**src/rtl/reg_file.sv**
```systemverilog
// reg_file: 16 x 8-bit register file, two combinational read ports, one
// synchronous write port, and R15 exposed as cpu_out.
//
// Ports:
//   clk          : rising-edge clock
//   rst          : synchronous active-high reset, clears all registers
//   RA1, RA2     : read addresses for RD1 / RD2
//   WA           : write address
//   ALUResult    : write data
//   write_enable : write strobe
//   RD1, RD2     : read data (combinational)
//   cpu_out      : stored R15, never forwarded
//
// Build option: define REG_FILE_BYPASS_EN to forward same-cycle write data
// to RD1/RD2 when the read address matches WA.
module reg_file (
   input  logic       clk,
   input  logic       rst,
   input  logic [3:0] RA1,
   input  logic [3:0] RA2,
   input  logic [3:0] WA,
   input  logic [7:0] ALUResult,
   input  logic       write_enable,
   output logic [7:0] RD1,
   output logic [7:0] RD2,
   output logic [7:0] cpu_out
);

   logic [7:0] regs [16];

   // Reset wins over a simultaneous write; R0 is an ordinary register.
   always_ff @(posedge clk) begin
      if (rst) begin
         for (int i = 0; i < 16; i++) begin
            regs[i] <= 8'h00;
         end
      end else if (write_enable) begin
         regs[WA] <= ALUResult;
      end
   end

`ifdef REG_FILE_BYPASS_EN
   // Forward the write data only for a write that will actually land.
   logic wr_live;

   assign wr_live = write_enable & ~rst;

   always_comb begin
      RD1 = regs[RA1];
      RD2 = regs[RA2];
      if (wr_live && (RA1 == WA)) begin
         RD1 = ALUResult;
      end
      if (wr_live && (RA2 == WA)) begin
         RD2 = ALUResult;
      end
   end
`else
   assign RD1 = regs[RA1];
   assign RD2 = regs[RA2];
`endif

   assign cpu_out = regs[15];

endmodule

```
**config.mk**
```make
export PLATFORM = sky130hd
export DESIGN_NAME = reg_file
export DESIGN_NICKNAME = d
export VERILOG_FILES = /design/src/rtl/reg_file.sv
export SDC_FILE = /design/constraint.sdc
export NUM_CORES = 1
export LEC_CHECK = 0
export CAP_MARGIN = 20
export CORE_UTILIZATION = 30
export CTS_BUF_LIST = sky130_fd_sc_hd__clkbuf_8
export DETAILED_ROUTE_END_ITERATION = 16
export DONT_BUFFER_PORTS = 1
export GPL_TIMING_DRIVEN = 0
export SLEW_MARGIN = 40
export SYNTH_ARGS = -nofsm -noshare
export SYNTH_HDL_FRONTEND = slang
export SYNTH_SLANG_ARGS = --single-unit
```
**constraint.sdc**
```tcl
create_clock -name clk -period 3.25 [get_ports clk]
set_input_delay 0.65 -clock clk [delete_from_list [all_inputs] [get_ports clk]]
set_output_delay 0.65 -clock clk [all_outputs]
set_load 0.05 [all_outputs]
```
# After elaboration in Yosys (flattened, before gate mapping)
# Memories as Yosys holds them, arrays and structs flattened.
# Cells that the tools add are included.
# Widths: inputs -> output; s select.
# totals
reg_bits	0
mem_bits_rw	128
in_bits	23
out_inout_bits	24
elab_cells	10
mem_count	1
# classes
mux	8
n_reduce_logical	1
# mem_list
memory	words	width	rd	rd_ports_with_merged_regs	wr	line_no	text
regs	16	8	3	0	16	29	logic [7:0] regs [16];
# op_table
operator	count
$mux 8	1
$reduce_or 8->1	1
$mux 1	6
$mux 4	1

# Longest topological paths before layout
# logic_depth
ltp_word	5
mapped_depth	5
mapped_depth_nobuf	3

# Worst setup path before layout
# Ideal clock, no wire load.
# synth_path
path_type	in2out
start	input port RA1[0]
end	output port RD1[6]
arrival_ns	2.060
required_time_ns	2.600
setup_slack_ns	0.540
stages	5
n_path_buf	2
path_cell_list	buf_2 > buf_2 > mux4_2 > a22oi_1 > nand2_1
# synth_via
elab_chain_cells	1
# synth_rtl
item	line_no	text
start, declared	19	input logic [3:0] RA1,
$mem_v2 16x8	--	
end, declared	24	output logic [7:0] RD1,
# Every way passes these cells.

# Worst setup path after layout
# layout_path
start	input port RA1[0]
end	output port RD1[7]
# Same word-level chain as after synthesis.

==> results.json <==
{
  "power_mw": 4.05,
  "crit_chain": "buf_2 -> buf_2 -> mux4_2 -> a22oi_1 -> nand2_1",
  "synth_simple_gate_area_share_pct": 16.8,
  "synth_edf_count": 128,
  "async_flop_share_pct": 0,
  "finalNetCount": 487,
  "rsz0062_at_grt": "no",
  "cts_setup_buffers": 0,
  "intPower_mw": 3.00,
  "synth_largest_area_cell": "edfxtp_1",
  "largest_reg_flops": 128,
  "swShare_pct": 26.0,
  "grt_max_degree": 17,
  "worst_pin_slew_ns": 0.837,
  "p_leak_nw": 2.53,
  "hold_path_class": "input port to register",
  "grt_pass1_wl_um": 28500,
  "setup_viol": 0,
  "irDropWorstVdd_uv": 258,
  "clock_path_buffers": 2,
  "cp-start-kind": "input port",
  "path_buf_inv": 2,
  "ant_nets": 0,
  "num_vias": 4146,
  "n_fill_cell": 2123,
  "synth_most_common_cell": "and2_1",
  "violations": "design-rule violations",
  "cap_violations": 0,
  "max_freq_ghz": 0.315,
  "synth_seq_area_share_pct": 56.5,
  "crit_type": "input port to output pin",
  "drt_iter0_drc": 406,
  "drc": 4,
  "rows": 54,
  "synth_area_leaders": "edfxtp_1, mux4_2, and2_1",
  "synthAdderAreaFrac_pct": 0,
  "critPathMaxFanout": 10,
  "synthCells": 445,
  "required_ns": 2.60,
  "dr.pass1.iters": 11,
  "avgRoutedWirePerCell_um": 25.6,
  "synth_seq_cells": 128,
  "worstSetupEndpointType": "output pin",
  "synthMuxAreaShare_pct": 21.2,
  "core-area_sq_um": 22000,
  "grt_antenna_before_repair": 0,
  "cts_tree": "done",
  "dp_hpwl_um": 14000,
  "syn-cell-area_sq_um": 6800,
  "critPathSlowestCell": "mux4_2",
  "num_io_pins": 47,
  "regMostFlops": "regs",
  "critPathArrivalTime_ns": 2.52,
  "area_growth_pct": 12.0,
  "fin_ws_ns": 0.0780,
  "vias_per_cell": 5.48,
  "pwr-share-clk_pct": 38.4,
  "placedCellCount": 725,
  "top_regs": "regs (128)",
  "placed_cell_area_sq_um": 7170,
  "fin_area_sq_um": 7620,
  "cts.clk_slew.worst_paths_ns": 0.08,
  "fin_crit_sh_pct": 97.6,
  "grt_pass1_vias": 4351,
  "power_density_nw_per_um2": 532,
  "seq_power_share_pct": 48.9,
  "yosys.area_share.xor_xnor_pct": 0,
  "yosysUniqueCellTypes": 19,
  "p_switching_mw": 1.05,
  "combPwrFrac_pct": 12.7,
  "clock-sinks": 128,
  "pre_cts_ws_ns": 0.0572,
  "yosysWarnings": 0,
  "finalHoldViolations": 0,
  "synth_top_area_share_pct": 56.5,
  "final_cells": 757,
  "cts_hold_buf": 0,
  "cpMostUsedCell": "buf_2",
  "cts_inserted_buffers": 17,
  "synth_fp_nets": 468,
  "synth-compound-area-share_pct": 3.53,
  "track_usage_pct": 17.3,
  "period_minus_slack_ns": 3.17,
  "start_util_pct": 30.9,
  "synth_flop_cell": "edfxtp_1",
  "dieArea_sq_um": 23300,
  "dieWidth_um": 153,
  "fin_tns_setup_ns": 0,
  "synth_commonest_cells": "and2_1, edfxtp_1, mux4_2",
  "layout-drive-gt1-share_pct": 26.4,
  "n_antenna_cell": 0,
  "routabilityCongestion": 0.838,
  "cts-htree-levels": 4,
  "die_h_um": 153,
  "syn_avg_cell_area_sq_um": 15.3,
  "status": "finished with violations",
  "synth_top_family_by_area": "multiplexers",
  "port_buffers": 0,
  "overflow": 0,
  "finalWirelength_um": 19400,
  "slew_headroom_pct": 43.9,
  "max_stage_delay_ns": 0.55,
  "ctsRootBufferMaster": "clkbuf_8",
  "slew_violations": 0,
  "path_delay_family": "multiplexers"
}
## layout make-up
class	count	area, sq um	area share, %
Sequential cell	128	3840	50.4
Clock buffer	17	234	3.07
Multi-Input combinational cell	287	2840	37.3
Tap cell	280	350	4.60
Buffer	30	133	1.74
Clock inverter	15	216	2.84
## cell usage in the layout, fill, tap and decap left out, drive strengths merged
master / count
clkinvlp: 5
nand4bb: 2
nor2: 14
edfxtp: 128
clkinv: 3
inv: 2
or2: 16
nand2: 17
mux4: 64
or4b: 1
and2: 130
bufinv: 5
buf: 15
nor3: 4
clkbuf: 32
a22oi: 32
nor2b: 4
nand4b: 1
nand2b: 2
## through the flow
step,util [%],hold slack (ns)
finish,34.6,0.395
detailed placement,32.5,0.852
floorplan,-,0.848
global placement,32.5,0.850
global route,34.6,0.374
CTS,34.6,0.372
## timing repair
item / in CTS / in global routing
gates resized for setup: 0 / 1
endpoints found under the hold margin: 0 / 0
endpoints found under the setup margin: 0 / 1
## power groups by stage
| stage | Sequential (mW) | Clock, mW | Combinational, mW |
|---|---|---|---|
| CTS | 1.98 | 1.57 | 0.515 |
| detailed placement | 2.02 | 0 | 0.513 |
| floorplan | 1.99 | 0 | 0.391 |
| global placement | 2.01 | 0 | 0.508 |
| global route | 1.99 | 1.64 | 0.538 |
| finish | 1.98 | 1.56 | 0.515 |
## per-layer routing
| layer | part of all wire [%] | GRT usage [%] |
|---|---|---|
| met5 | 0 | 0 |
| met4 | 2.5 | 6.69 |
| met3 | 7.7 | 4.15 |
| met2 | 50 | 28.2 |
| met1 | 40 | 22.3 |
## cells by family after synthesis
family / count (synthesis)
AO/OA/AOI/OAI: 32
buffers and inverters: 30
flip-flops: 128
multiplexers: 64
AND/OR/NAND/NOR: 191
## final timing paths
kind | from | endpoint | slack [ns] | cells after the start
max | RA1[0] | RD1[7] | 0.08 | 5
min | ALUResult[5] | regs[10][5] | 0.40 | 1
(Power assumes the default switching activity.)
